File: config.mk
export PLATFORM = sky130hd
export DESIGN_NAME = slave_request_arbiter
export DESIGN_NICKNAME = d
export VERILOG_FILES = /design/src/rtl/xbar_pkg.sv /design/src/rtl/rr_priority_picker.sv /design/src/rtl/slave_request_arbiter.sv
export SDC_FILE = /design/constraint.sdc
export NUM_CORES = 1
export LEC_CHECK = 0
export ABC_AREA = 1
export CAP_MARGIN = 30
export CORE_MARGIN = 1
export CORE_UTILIZATION = 48
export CTS_CLUSTER_SIZE = 12
export DETAILED_ROUTE_END_ITERATION = 16
export GPL_ROUTABILITY_DRIVEN = 0
export PLACE_DENSITY = 0.86
export REMOVE_ABC_BUFFERS = 1
export SETUP_SLACK_MARGIN = 0.4
export SLEW_MARGIN = 5
export SYNTH_ARGS = -nofsm -noshare
export SYNTH_HDL_FRONTEND = slang
export SYNTH_SLANG_ARGS = --single-unit
File: constraint.sdc
create_clock -name clk -period 2.45 [get_ports clk]
set_clock_uncertainty 0.1 [all_clocks]
set_input_delay 0.3675 -clock clk [delete_from_list [all_inputs] [get_ports clk]]
set_output_delay 0.3675 -clock clk [all_outputs]
set_load 0.02 [all_outputs]
File: src/rtl/xbar_pkg.sv
// Shared crossbar types and sizing helpers for the master/slave request path.
package xbar_pkg;

    localparam int unsigned DEFAULT_QTY_OF_MASTERS = 4;
    localparam int unsigned DEFAULT_QTY_OF_SLAVES  = 4;

    function automatic int unsigned idx_width(input int unsigned n);
        return (n > 1) ? $clog2(n) : 1;
    endfunction

    // Index of the next master after idx, wrapping at n.
    function automatic int unsigned wrap_inc(input int unsigned idx, input int unsigned n);
        return (idx + 1 >= n) ? 0 : idx + 1;
    endfunction

    localparam int unsigned MIDX_W = idx_width(DEFAULT_QTY_OF_MASTERS);
    localparam int unsigned SIDX_W = idx_width(DEFAULT_QTY_OF_SLAVES);

    typedef logic [MIDX_W-1:0] master_idx_t;

    typedef enum logic {
        IDLE,
        BUSY
    } arb_state_e;

endpackage

File: src/rtl/rr_priority_picker.sv
// Combinational round-robin search: first set request at or after the start pointer, wrapping.
module rr_priority_picker
    import xbar_pkg::*;
#(
    parameter int unsigned N = 4,
    parameter int unsigned W = idx_width(N)
) (
    input  logic [N-1:0] req_i,
    input  logic [W-1:0] ptr_i,
    output logic         found_o,
    output logic [W-1:0] idx_o,
    output logic [N-1:0] onehot_o
);

    logic [2*N-1:0] doubled;
    logic [N-1:0]   rotated;
    logic           hit;
    int unsigned    offset;
    int unsigned    idx_v;

    // Rotating a doubled copy puts the pointer position at bit 0, so a plain
    // lowest-set-bit search gives the distance from the pointer.
    always_comb begin
        doubled = {req_i, req_i} >> ptr_i;
        rotated = doubled[N-1:0];
        found_o = |rotated;
        hit     = 1'b0;
        offset  = 0;
        for (int unsigned i = 0; i < N; i++) begin
            if (!hit && rotated[i]) begin
                hit    = 1'b1;
                offset = i;
            end
        end
        idx_v = 32'(ptr_i) + offset;
        if (idx_v >= N) begin
            idx_v = idx_v - N;
        end
        idx_o    = W'(idx_v);
        onehot_o = found_o ? (N'(1) << idx_v) : '0;
    end

endmodule

File: src/rtl/slave_request_arbiter.sv
// Per-slave round-robin arbiter: grants one master, holds until ack, steers ack back.
// Optional stalled-slave release is enabled by defining SLAVE_ARB_TIMEOUT_EN.
module slave_request_arbiter
    import xbar_pkg::*;
#(
    parameter int unsigned  QTY_OF_MASTERS = DEFAULT_QTY_OF_MASTERS,
    parameter int unsigned  TIMEOUT_CYCLES = 16,
    localparam int unsigned IDX_W          = idx_width(QTY_OF_MASTERS)
) (
    input  logic                      clk,
    input  logic                      rst_n,
    input  logic [QTY_OF_MASTERS-1:0] req_i,
    input  logic                      slave_ack_i,
    output logic [QTY_OF_MASTERS-1:0] grant_o,
    output logic [IDX_W-1:0]          grant_idx_o,
    output logic                      grant_valid_o,
    output logic [QTY_OF_MASTERS-1:0] master_ack_o,
    output logic                      timeout_err_o
);

    localparam logic [QTY_OF_MASTERS-1:0] GRANT_LSB = QTY_OF_MASTERS'(1);

    arb_state_e                state_q;
    logic [QTY_OF_MASTERS-1:0] grant_q;
    logic [IDX_W-1:0]          grant_idx_q;
    logic                      grant_valid_q;
    logic [IDX_W-1:0]          rr_ptr_q;

    logic [IDX_W-1:0]          next_ptr;
    logic [IDX_W-1:0]          arb_ptr;
    logic                      arb_en;
    logic                      release_c;
    logic                      granted_req;
    logic                      timeout_hit;

    logic                      pick_found;
    logic [IDX_W-1:0]          pick_idx;
    logic [QTY_OF_MASTERS-1:0] pick_onehot;

    assign granted_req = |(req_i & grant_q);
    assign next_ptr    = IDX_W'(wrap_inc(32'(grant_idx_q), QTY_OF_MASTERS));

`ifdef SLAVE_ARB_TIMEOUT_EN
    localparam int unsigned TO_W = idx_width(TIMEOUT_CYCLES);

    logic [TO_W-1:0] to_cnt_q;
    logic            timeout_err_q;

    assign timeout_hit   = (state_q == BUSY) && !slave_ack_i &&
                           (to_cnt_q == TO_W'(TIMEOUT_CYCLES - 1));
    assign timeout_err_o = timeout_err_q;
`else
    assign timeout_hit   = 1'b0;
    assign timeout_err_o = 1'b0;
`endif

    // Every way out of BUSY re-arbitrates in the same cycle from the slot after
    // the released master, so back-to-back grants have no idle bubble.
    always_comb begin
        arb_en    = 1'b0;
        release_c = 1'b0;
        arb_ptr   = rr_ptr_q;
        unique case (state_q)
            IDLE: begin
                arb_en = 1'b1;
            end
            BUSY: begin
                if (slave_ack_i || !granted_req || timeout_hit) begin
                    release_c = 1'b1;
                    arb_en    = 1'b1;
                    arb_ptr   = next_ptr;
                end
            end
            default: begin
                arb_en = 1'b1;
            end
        endcase
    end

    rr_priority_picker #(
        .N (QTY_OF_MASTERS),
        .W (IDX_W)
    ) u_picker (
        .req_i    (req_i),
        .ptr_i    (arb_ptr),
        .found_o  (pick_found),
        .idx_o    (pick_idx),
        .onehot_o (pick_onehot)
    );

    always_ff @(posedge clk or negedge rst_n) begin
        if (!rst_n) begin
            state_q       <= IDLE;
            grant_q       <= '0;
            grant_idx_q   <= '0;
            grant_valid_q <= 1'b0;
            rr_ptr_q      <= '0;
`ifdef SLAVE_ARB_TIMEOUT_EN
            to_cnt_q      <= '0;
            timeout_err_q <= 1'b0;
`endif
        end else begin
            if (arb_en) begin
                if (release_c) begin
                    rr_ptr_q <= next_ptr;
                end
                if (pick_found) begin
                    state_q       <= BUSY;
                    grant_q       <= pick_onehot;
                    grant_idx_q   <= pick_idx;
                    grant_valid_q <= 1'b1;
                end else begin
                    state_q       <= IDLE;
                    grant_q       <= '0;
                    grant_idx_q   <= '0;
                    grant_valid_q <= 1'b0;
                end
            end
`ifdef SLAVE_ARB_TIMEOUT_EN
            to_cnt_q      <= arb_en ? '0 : to_cnt_q + 1'b1;
            timeout_err_q <= timeout_hit;
`endif
        end
    end

    assign grant_o       = grant_q;
    assign grant_idx_o   = grant_idx_q;
    assign grant_valid_o = grant_valid_q;
    // grant_q is zero in IDLE, so an ack there is dropped.
    assign master_ack_o  = grant_q & {QTY_OF_MASTERS{slave_ack_i}};

    a_params_ok: assert property (@(posedge clk) (TIMEOUT_CYCLES >= 2) && (QTY_OF_MASTERS >= 1));
    a_onehot0:   assert property (@(posedge clk) disable iff (!rst_n) $onehot0(grant_q));
    a_valid:     assert property (@(posedge clk) disable iff (!rst_n) grant_valid_q == (|grant_q));
    a_idx:       assert property (@(posedge clk) disable iff (!rst_n)
                                  !grant_valid_q || (grant_q == (GRANT_LSB << grant_idx_q)));

endmodule

==> After elaboration in Yosys (flattened, before gate mapping) <==
Cells that the tools add are included.
Widths: inputs -> output; s select.
{ "classes": {"bitwise": 3, "addsub": 3, "shifts": 2, "n_reduce_logical": 11, "mux": 16, "magnitude_cmp": 2} }
{ "op_table": {"columns": ["operator", "n"], "rows": [
  ["$ge 32x3->1 const B", 1],
  ["$mux 32", 1],
  ["$shl 1x32->4 const A", 1],
  ["$sub 32x3->32 const B", 1],
  ["$mux 2", 6],
  ["$and 4x4->4", 2],
  ["$reduce_or 4->1", 2],
  ["$shr 8x2->4", 1],
  ["$mux 1", 7],
  ["$logic_not 1->1", 4],
  ["$mux 4", 1],
  ["$add 2x1->3 const B", 1],
  ["$add 2x2->3", 1],
  ["$ge 3x3->1 const B", 1],
  ["$logic_and 1x1->1", 3],
  ["$pmux 1 s2", 1],
  ["$reduce_and 2->1", 1],
  ["$logic_or 1x1->1", 1],
  ["$not 1->1", 1]
]} }
{ "word_totals": {"word_cells": 41, "ff_bits": 9, "in_bits": 7, "output_inout_bits": 12} }

==> Logic depth before layout (Yosys ltp) <==
Gate-level depths: netlist (run 1).
{ "depth": {"depth_word": 22, "ltp_mapped": 19, "depth_no_buf": 19} }

==> Hierarchy <==
A second synthesis (run 1) with hierarchy kept.
{ "unflattened": {"hier_cells": 116, "area_unflattened_um2": 762.0} }
{ "modules_own_cells": {"columns": ["mod", "area_each_um2", "cells_each", "n_inst"], "rows": [
  ["slave_request_arbiter", 560.5, 73, 1],
  ["rr_priority_picker", 201.4, 43, 1]
]} }

==> Least setup slack after synthesis (run 1) <==
No wires, ideal clock.
{ "synth_path": {"kind": "flip-flop to flip-flop", "startpoint": "register grant_q[2] (netlist: grant_o[2])", "endpoint": "register grant_q[3] (netlist: grant_o[3])", "required_ps": 2234, "setup_time_ps": 116, "period_less_slack_ps": 2379, "arrival_time_ps": 2163, "slack_ps": 71, "stages_incl_launch_ff": 20, "path_buffers": 0, "path_cell_list": "dfrtp_1 > nand2_1 > nand2_2 > o21ai_4 > nand2_4 > nand2_4 > nand2_2 > nand2_1 > nand2_1 > nand2_1 > nand2_1 > a21oi_1 > nor2_1 > ha_1 > xnor2_1 > inv_1 > nand2_2 > nand2_4 > nand2_1 > nand2_1"} }
{ "synth_between": {"elab_chain_len": 22} }
{ "synth_lines": {"columns": ["element", "line", "text"], "rows": [
  ["start, declared", "slave_request_arbiter.sv:24", "logic [QTY_OF_MASTERS-1:0] grant_q;"],
  ["start signal, assigned", "slave_request_arbiter.sv:109", "grant_q <= pick_onehot;"],
  ["$and 4x4->4 (*)", "slave_request_arbiter.sv:40", "assign granted_req = |(req_i & grant_q);"],
  ["$reduce_or 4->1 (*)", "slave_request_arbiter.sv:40", null],
  ["$logic_not 1->1 (*)", "slave_request_arbiter.sv:68", "if (slave_ack_i || !granted_req || timeout_hit) begin"],
  ["$logic_or 1x1->1 (*)", "slave_request_arbiter.sv:68", null],
  ["$mux 2", "slave_request_arbiter.sv:68", null],
  ["$mux 2", "slave_request_arbiter.sv:63", "unique case (state_q)"],
  ["$shr 8x2->4", "rr_priority_picker.sv:24", "doubled = {req_i, req_i} >> ptr_i;"],
  ["$mux 1", "rr_priority_picker.sv:30", "if (!hit && rotated[i]) begin"],
  ["[6 not listed]", null, null],
  ["$logic_not 1->1", "rr_priority_picker.sv:30", null],
  ["$logic_and 1x1->1", "rr_priority_picker.sv:30", null],
  ["$mux 2", "rr_priority_picker.sv:30", null],
  ["$add 2x2->3", "rr_priority_picker.sv:35", "idx_v = 32'(ptr_i) + offset;"],
  ["$sub 32x3->32 / $ge 32x3->1 (equally long branches)", "rr_priority_picker.sv:37, rr_priority_picker.sv:36", null],
  ["$mux 32", "rr_priority_picker.sv:36", "if (idx_v >= N) begin"],
  ["$shl 1x32->4", "rr_priority_picker.sv:40", "onehot_o = found_o ? (N'(1) << idx_v) : '0;"],
  ["$mux 4", "slave_request_arbiter.sv:107", "if (pick_found) begin"]
]} }
Mark *: on every way between the ends. The rest lies on a longest branch, timed or not.
A chain may end at the register's enable or synchronous reset.

==> Worst setup path after layout (run 1) <==
{ "layout_path": {"startpoint": "register grant_q[3] (netlist: grant_o[3])", "endpoint": "register grant_q[3] (netlist: grant_o[3])"} }
Same word-level chain as after synthesis.

==> impl_metrics.py, run 1 <==
metrics = {
    "placement": {
        "dp_hpwl_mm": 1.69,
        "io_buffers": 17,
    },
    "sta": {
        "finalSetupViolations": 5,
        "min_period_ns": 2.49,
        "post-route-period-util": 1.01,
        "rsz0062_at_grt": "yes",
        "tns_ns": -0.123,
        "fin_ws_ns": -0.0352,
        "drv_slew": 0,
        "hold_violations": 0,
        "max_freq_mhz": 402,
    },
    "flow_run": {
        "drv_cap": 0,
    },
    "layout": {
        "post-route-util": 0.832,
        "antenna_cells": 0,
        "layout-drive-gt1-share": 0.448,
        "nets": 164,
        "area_growth_pct": 60.5,
        "fill_cells": 102,
    },
    "status": {
        "violations": "negative setup slack",
        "status": "finished with violations",
    },
    "detailed_routing": {
        "first_iter_violations": 11,
        "post_drt_wl_per_cell_um": 13.4,
        "wl_met3_um": 83,
        "viasPerCell": 5.01,
        "wl_met2_mm": 1.21,
        "wl_mm": 2.28,
        "routed-via-count": 852,
        "drtAntennaViolNets": 0,
        "highest_layer": "met4",
        "drc": 0,
        "first_pass_iters": 4,
        "wl_met1_um": 964,
    },
    "floorplan": {
        "coreArea_sq_um": 1520,
        "initial_core_util": 0.518,
        "die_w_um": 42.6,
        "rows": 14,
        "die-area_sq_um": 1810,
        "die_h_um": 42.6,
        "ioPinCount": 19,
    },
    "setup_path": {
        "r2r-start": "grant_o[3]$_DFFE_PN0P_",
        "startpoint": "grant_o[3]$_DFFE_PN0P_",
        "startpoint_type": "flop",
        "crit_type": "flop to flop",
        "r2r_slack_ns": -0.04,
        "timing.rr.end": "grant_o[3]$_DFFE_PN0P_",
        "crit_path_end_kind": "flop",
        "reg2regPathDepth": 19,
        "critPathMaxFanout": 5,
        "required_ns": 2.50,
        "arrival_ns": 2.53,
    },
    "synthesis": {
        "synth-async-reset-ratio": 1.00,
        "synth_cell_type_count": 17,
        "ys_top_cells_by_area": "dfrtp_1, nand2_1, nand3_1",
        "synthTopCellsByCount": "nand2_1, inv_1, nand3_1",
        "synth_most_common_cell": "nand2_1",
        "ys_seq_area_frac": 0.285,
        "syn_avg_cell_area_sq_um": 6.87,
        "netlist_area_sq_um": 790,
        "synth_largest_area_cell": "dfrtp_1",
        "ys_ff_latch": 9,
        "synth-edff-count": 0,
        "ys.flop_type": "dfrtp_1",
        "postSynthCellCount": 115,
        "synth_top_area_frac": 0.285,
        "ys_warn_count": 0,
    },
    "min_path": {
        "min_path_type": "input pin to async pin",
    },
    "clocking": {
        "cts_sinks": 9,
        "cts_buffer_depth": 2,
        "numCtsBuffers": 3,
        "clk-insertion-delay-late_ns": 0.26,
        "cts_tree": "done",
        "cts.clk_slew.worst_paths_ns": 0.06,
        "cts_htree_levels": 1,
        "cts_root_buffer": "clkbuf_4",
        "cts_hold_buf": 0,
    },
    "global_routing": {
        "track_usage": 0.259,
        "grt_pass1_wl_mm": 3.54,
        "grt_antenna_before_repair": 0,
        "overflow": 0,
        "grt_pass1_vias": 865,
        "grt_max_degree": 10,
    },
}
-- how the worst max path moves through the flow --
| stage | endpoint | slack (ns) | cells past startpoint |
|---|---|---|---|
| floorplan | grant_o[3]$_DFFE_PN0P_ | 0.07 | 19 |
| global placement | grant_o[2]$_DFFE_PN0P_ | -0.35 | 20 |
| detailed placement | grant_o[2]$_DFFE_PN0P_ | -0.50 | 20 |
| CTS | grant_o[3]$_DFFE_PN0P_ | -0.01 | 19 |
| global route | grant_o[3]$_DFFE_PN0P_ | -0.13 | 19 |
| finish | grant_o[3]$_DFFE_PN0P_ | -0.04 | 19 |
-- sequential cells by signal, indices dropped and copies added (netlist names) --
name	flops
grant_valid_o	1
grant_idx_o	2
rr_ptr_q	2
grant_o	4
-- cell families (layout without fill, tap and decap cells) --
logic type      after synthesis  count (layout)  share of synthesized area
buf+inv                      20              59                     0.0998
flops                         9               9                      0.285
other cells                   1               1                    0.00475
compound gates                4               4                     0.0491
simple gates                 78              78                      0.518
xor+xnor                      1               1                     0.0111
fa+ha+maj                     2               2                     0.0317
-- through the flow --
step	hold WS (ns)	instance area (sq um)	std cells	setup slack (ns)
global placement	0.401	1080	161	-0.346
detailed placement	0.406	1080	161	-0.495
finish	0.307	1270	170	-0.0352
CTS	0.315	1170	167	-0.0111
global route	0.322	1270	170	-0.131
floorplan	-0.0281	782	114	0.0708
-- cell type report --
class / count / area, sq um / share of cell area
timing repair buffer: 36 / 307 / 0.242
tap: 16 / 20.0 / 0.0158
clock buffer: 4 / 26.3 / 0.0207
sequential: 9 / 225 / 0.178
inverter: 19 / 71.3 / 0.0563
multi-input combinational: 86 / 618 / 0.488
-- placed cells by master, fill, tap and decap left out, types with 5 or more instances in the layout --
cell type        count
nand3_1              5
buf_4               18
nand2_1             33
dlygate4sd2_1        8
nand3_2             12
clkdlybuf4s50_1      9
nand2_2             13
inv_1               16
nand2_4              8
dfrtp_1              9
-- worst max-delay path: stages, from the launching register on --
cell and delay, ns:
dfrtp_1 0.40, nand2_2 0.08, nand2_2 0.06, o21ai_4 0.27, nand2_4 0.11, nand2_4 0.12, nand2_4 0.09, nand2_2 0.07
nand2_1 0.05, nand2_1 0.08, nand2_2 0.07, a21oi_2 0.14, nor2_2 0.06, ha_4 0.17, xnor2_4 0.17, inv_1 0.07
nand2_2 0.08, nand2_4 0.08, nand2_2 0.06, nand2_1 0.04
-- what timing repair did --
item | in CTS | in global routing
gates cloned | 0 | 0
endpoints found under the setup margin | 11 | 7
pin swaps | 16 | 16
gates resized for setup | 22 | 15
setup buffers | 2 | 3
-- metal layers --
layer,vias to the layer above,GRT usage
met1,402,0.324
met2,19,0.440
met5,-,0
met4,0,0.113
li1,427,-
met3,4,0.0345
Power of run 1 is left out: the tool's default activity adds up to more than one toggle a clock period on the data nets, which glitch-free logic cannot reach.
==> inputs of run 2 (changes only) <==
- CAP_MARGIN: 30 -> unset
- CORE_UTILIZATION: 48 -> 50
- DONT_BUFFER_PORTS: unset -> 1
- PLACE_DENSITY: 0.86 -> 0.73
==> impl_metrics.py, run 2 (same netlist as run 1, synthesis figures left out) <==
metrics = {
    "status": {
        "status": "finished, final reports clean",
    },
    "setup_path": {
        "r2r_slack_ns": 0.02,
        "required_ns": 2.50,
        "startpoint_type": "flop",
        "r2r-start": "grant_o[3]$_DFFE_PN0P_",
        "arrival_ns": 2.48,
        "crit_type": "flop to flop",
        "reg2regPathDepth": 19,
        "critPathMaxFanout": 5,
        "timing.rr.end": "grant_idx_o[1]$_DFFE_PN0P_",
        "endpoint": "grant_idx_o[1]$_DFFE_PN0P_",
        "crit_path_end_kind": "flop",
        "startpoint": "grant_o[3]$_DFFE_PN0P_",
    },
    "placement": {
        "dp.cells": 140,
        "io_buffers": 0,
        "dp_hpwl_mm": 1.36,
    },
    "detailed_routing": {
        "routed-via-count": 758,
        "first_pass_iters": 4,
        "drc": 0,
        "wl_mm": 1.77,
        "post_drt_wl_per_cell_um": 11.9,
        "drtAntennaViolNets": 0,
        "first_iter_violations": 23,
        "viasPerCell": 5.09,
    },
    "global_routing": {
        "grt_max_degree": 10,
        "grt_pass1_wl_mm": 2.82,
        "grt_pass1_vias": 677,
        "overflow": 0,
        "grt_antenna_before_repair": 0,
        "track_usage": 0.212,
    },
    "clocking": {
        "cts_htree_levels": 1,
        "numCtsBuffers": 3,
        "clk-insertion-delay-late_ns": 0.26,
        "cts_root_buffer": "clkbuf_4",
        "cts_buffer_depth": 2,
        "cts_tree": "done",
        "cts.clk_slew.worst_paths_ns": 0.06,
        "cts_sinks": 9,
    },
    "flow_run": {
        "drv_cap": 0,
    },
    "min_path": {
        "min_path_type": "input pin to async pin",
    },
    "layout": {
        "layout-drive-gt1-share": 0.381,
        "final_common_cell": "nand2_1",
        "nets": 144,
        "layoutNonFillerInstCount": 149,
        "area_growth_pct": 23.9,
        "final_cell_mix": "nand2_1, inv_1, buf_4",
        "post-route-util": 0.708,
        "largest_reg_flops": 4,
        "antenna_cells": 0,
    },
    "sta": {
        "rsz0062_at_grt": "yes",
        "post-route-period-util": 0.993,
        "min_period_ns": 2.43,
        "hold_violations": 0,
        "max_freq_mhz": 411,
        "drv_slew": 0,
        "tns_ns": 0,
        "finalSetupViolations": 0,
    },
    "floorplan": {
        "ioPinCount": 19,
        "rows": 13,
        "die-area_sq_um": 1740,
        "coreArea_sq_um": 1380,
        "die_w_um": 41.7,
        "die_h_um": 41.7,
        "initial_core_util": 0.571,
    },
}
==> run 2: cell count changes in the layout (fill, tap and decap cells not counted), moves of 3 or more <==
cell	delta
nand3_2	-5
buf_4	-3
nand3_1	+7
nand2_1	+5
clkdlybuf4s50_1	-9
dlygate4sd2_1	-8
nand2_4	-3
==> run 2: per-layer routing <==
layer  track usage  part of all wire  vias to the layer above
met5             0                 0                        -
met2         0.328              0.49                       14
li1              -                 -                      389
met1         0.284              0.47                      353
met3        0.0522             0.030                        2
met4        0.0774            0.0073                        0
==> run 2: final cells by class <==
type                       count  area (sq um)
sequential                     9           225
timing repair buffer          16           123
clock buffer                   4          26.3
tap                           15          18.8
fill                         119           404
multi-input combinational     86           514
inverter                      19          71.3
==> run 2: per-stage QoR <==
step / setup slack (ns) / cell area [sq um] / hold slack [ns]
final: 0.0160 / 978 / 0.363
after global routing: -0.165 / 978 / 0.390
after global placement: 0.0358 / 883 / -0.0279
after CTS: 0.0680 / 955 / 0.371
after floorplan: 0.0708 / 782 / -0.0281
after detailed placement: -0.00727 / 883 / -0.0279
==> run 2: timing repair <==
item	CTS	global route
endpoints found under the hold margin	9	0
hold buffers	1	0
gates resized for setup	5	2
endpoints found under the setup margin	6	6
pin swaps	6	5
buffers inserted	2	2
==> run 2: how the worst min path moves through the flow <==
| stage | from | endpoint | cells past startpoint |
|---|---|---|---|
| after global placement | rst_n | grant_o[1]$_DFFE_PN0P_ | 0 |
| final | rst_n | grant_o[3]$_DFFE_PN0P_ | 1 |
| after detailed placement | rst_n | grant_o[3]$_DFFE_PN0P_ | 0 |
| after CTS | rst_n | grant_o[3]$_DFFE_PN0P_ | 1 |
| after global routing | rst_n | grant_o[3]$_DFFE_PN0P_ | 1 |
| after floorplan | rst_n | grant_idx_o[0]$_DFFE_PN0P_ | 0 |
==> run 2: critical path: stages (launching register included) <==
cell	delay, ns
dfrtp_1	0.41
nand2_2	0.07
nand2_2	0.06
o21ai_4	0.24
nand2_4	0.10
nand2_4	0.11
nand2_4	0.07
nand2_2	0.09
nand2_1	0.05
nand2_1	0.05
nand2_1	0.10
a21oi_2	0.13
nor2_1	0.05
ha_2	0.18
xnor2_2	0.19
inv_1	0.07
nand2_2	0.08
nand2_4	0.07
nand2_1	0.06
nand2_1	0.05
Power of run 2 is left out for the same reason.
==> inputs of run 3 (changes only) <==
- ABC_AREA: 1 -> unset
==> impl_metrics.py, run 3 <==
metrics = {
    "floorplan": {
        "ioPinCount": 19,
        "die_w_um": 39.9,
        "rows": 13,
        "initial_core_util": 0.546,
        "die_h_um": 39.9,
        "die-area_sq_um": 1590,
        "coreArea_sq_um": 1320,
    },
    "layout": {
        "final_cell_mix": "buf_4, nand2_1, dfrtp_1",
        "nets": 120,
        "largest_reg_flops": 4,
        "final_common_cell": "buf_4",
        "multi_input_area_sq_um": 603,
        "layoutNonFillerInstCount": 125,
        "fill_cells": 81,
        "layout-drive-gt1-share": 0.464,
        "regArea_sq_um": 225,
        "final_area_sq_um": 1070,
        "antenna_cells": 0,
        "area_growth_pct": 48.3,
    },
    "synthesis": {
        "synth_cell_type_count": 34,
        "ys_warn_count": 0,
        "synth_most_common_cell": "nand2_1",
        "syn_avg_cell_area_sq_um": 8.27,
        "ys.flop_type": "dfrtp_1",
        "synth_top_area_frac": 0.313,
        "postSynthCellCount": 87,
        "ys_ff_latch": 9,
        "synthTopCellsByCount": "nand2_1, dfrtp_1, o21ai_0",
        "synth-edff-count": 0,
        "ys_top_cells_by_area": "dfrtp_1, nand2_1, and2_1",
        "synth-async-reset-ratio": 1.00,
        "synth_largest_area_cell": "dfrtp_1",
        "ys_seq_area_frac": 0.313,
        "netlist_area_sq_um": 719,
    },
    "pwr": {
        "peakVddDrop_v": 0.000981,
        "leakage_uw": 0.000459,
        "p_per_area_nw_per_um2": 1830,
    },
    "detailed_routing": {
        "drc": 0,
        "post_drt_wl_per_cell_um": 21.1,
        "wl_mm": 2.64,
        "viasPerCell": 6.82,
        "first_pass_iters": 4,
        "drtAntennaViolNets": 0,
        "routed-via-count": 853,
        "first_iter_violations": 27,
    },
    "clocking": {
        "clk-insertion-delay-late_ns": 0.27,
        "cts_sinks": 9,
        "cts_buffer_depth": 2,
        "numCtsBuffers": 3,
        "cts.clk_slew.worst_paths_ns": 0.06,
        "cts_tree": "done",
        "cts_htree_levels": 1,
        "cts_root_buffer": "clkbuf_4",
    },
    "sta": {
        "holdWs_ns": 0.162,
        "hold_violations": 0,
        "slew_headroom": 0.526,
        "post-route-period-util": 1.07,
        "min_period_ns": 2.61,
        "tns_ns": -0.733,
        "drv_slew": 0,
        "max_freq_mhz": 383,
        "rsz0062_at_grt": "yes",
        "finalSetupViolations": 5,
        "fin_ws_ns": -0.161,
        "tightest_slew_ns": 0.703,
    },
    "global_routing": {
        "grt_max_degree": 10,
        "grtUsageMet1": 0.360,
        "overflow": 0,
        "track_usage": 0.302,
        "grt_pass1_wl_mm": 3.11,
        "grt_antenna_before_repair": 0,
        "grt_pass1_vias": 698,
        "use_met3": 0.111,
        "busiest_layer": "met2",
        "use_met2": 0.512,
    },
    "setup_path": {
        "required_ns": 2.52,
        "arrival_ns": 2.68,
        "crit_type": "flop to flop",
        "crit_path_end_kind": "flop",
        "critPathMaxFanout": 3,
        "startpoint_type": "flop",
    },
    "placement": {
        "place_area_sq_um": 861,
        "io_buffers": 0,
        "dp.cells": 118,
        "dp_hpwl_mm": 1.52,
    },
    "min_path": {
        "min_path_type": "input pin to flop",
    },
    "status": {
        "violations": "negative setup slack",
        "status": "finished with violations",
    },
    "flow_run": {
        "drv_cap": 0,
    },
}
[run 3: cell count changes after synthesis, sizes merged, moves of 3 or more]
| cell | delta |
|---|---|
| nand2 | -41 |
| nand3 | -15 |
| inv | -12 |
| and2 | +5 |
| a21oi | +4 |
| nor3 | +4 |
| o21ai | +3 |
| o31ai | +3 |
[run 3: area by class of cell]
type / count / area share
multi-input cells: 69 / 0.565
flip-flops and latches: 9 / 0.211
repair buffers: 21 / 0.157
clock buffers: 4 / 0.0246
inverters: 7 / 0.0246
well taps: 15 / 0.0176
[run 3: path summary, 6_finish.rpt]
path	start	to	slack, ns	depth (start not counted)
worst max-delay path	grant_o[0]$_DFFE_PN0P_	grant_o[3]$_DFFE_PN0P_	-0.16	11
worst min-delay path	req_i[0]	grant_valid_o$_DFFE_PN0P_	0.16	1
worst max register to register	grant_o[0]$_DFFE_PN0P_	grant_o[3]$_DFFE_PN0P_	-0.16	11
worst min register to register	grant_idx_o[0]$_DFFE_PN0P_	grant_idx_o[0]$_DFFE_PN0P_	0.56	3
max in group asynchronous	rst_n	grant_o[0]$_DFFE_PN0P_	1.57	1
min in group asynchronous	rst_n	rr_ptr_q[1]$_DFFE_PN0P_	0.37	1
[run 3: power by group]
part	internal (uW)	switching, uW	total, uW
registers	220	42.7	263
logic	740	832	1570
clock network	63.0	55.7	119
[run 3: metal layers]
metal / part of all wire / routed length, um
met2: 0.50 / 1320
met1: 0.38 / 1010
met3: 0.084 / 222
met5: 0 / 0
met4: 0.034 / 89
[run 3: cells by family after synthesis]
kind of cell	share of synthesized area
DFF	0.313
adders and majority gates	0.0348
buffers and inverters	0.0539
and+or+nand+nor	0.243
other	0.00521
xor gates and xnor gates	0.0244
AOI/OAI and AO/OA	0.325
[run 3: what timing repair did]
action	CTS	global route
resized for setup	12	18
hold buffers	1	0
setup buffers	2	0
endpoints found under the setup margin	6	6
endpoints found under the hold margin	9	0
pin swaps	12	18
[run 3: stage by stage]
step / util / total power, uW / setup WS [ns]
2_1_floorplan: - / 927 / -0.210
3_5_place_dp: 0.653 / 1290 / -0.197
3_3_place_gp: 0.653 / 1260 / -0.126
6_report: 0.810 / 1950 / -0.161
5_1_grt: 0.810 / 2050 / -0.249
4_1_cts: 0.736 / 1650 / -0.134
[run 3: worst max-delay path, cell delays in order (launching register included)]
cell       delay, ns
dfrtp_1         0.39
a22oi_2         0.26
a21oi_2         0.14
buf_4           0.16
o21ai_0         0.26
and2_4          0.24
inv_2           0.07
a2bb2oi_2       0.20
ha_4            0.23
xnor2_4         0.15
nor3_2          0.07
o31ai_1         0.24
Note: power is estimated with default switching activity, not from simulation.
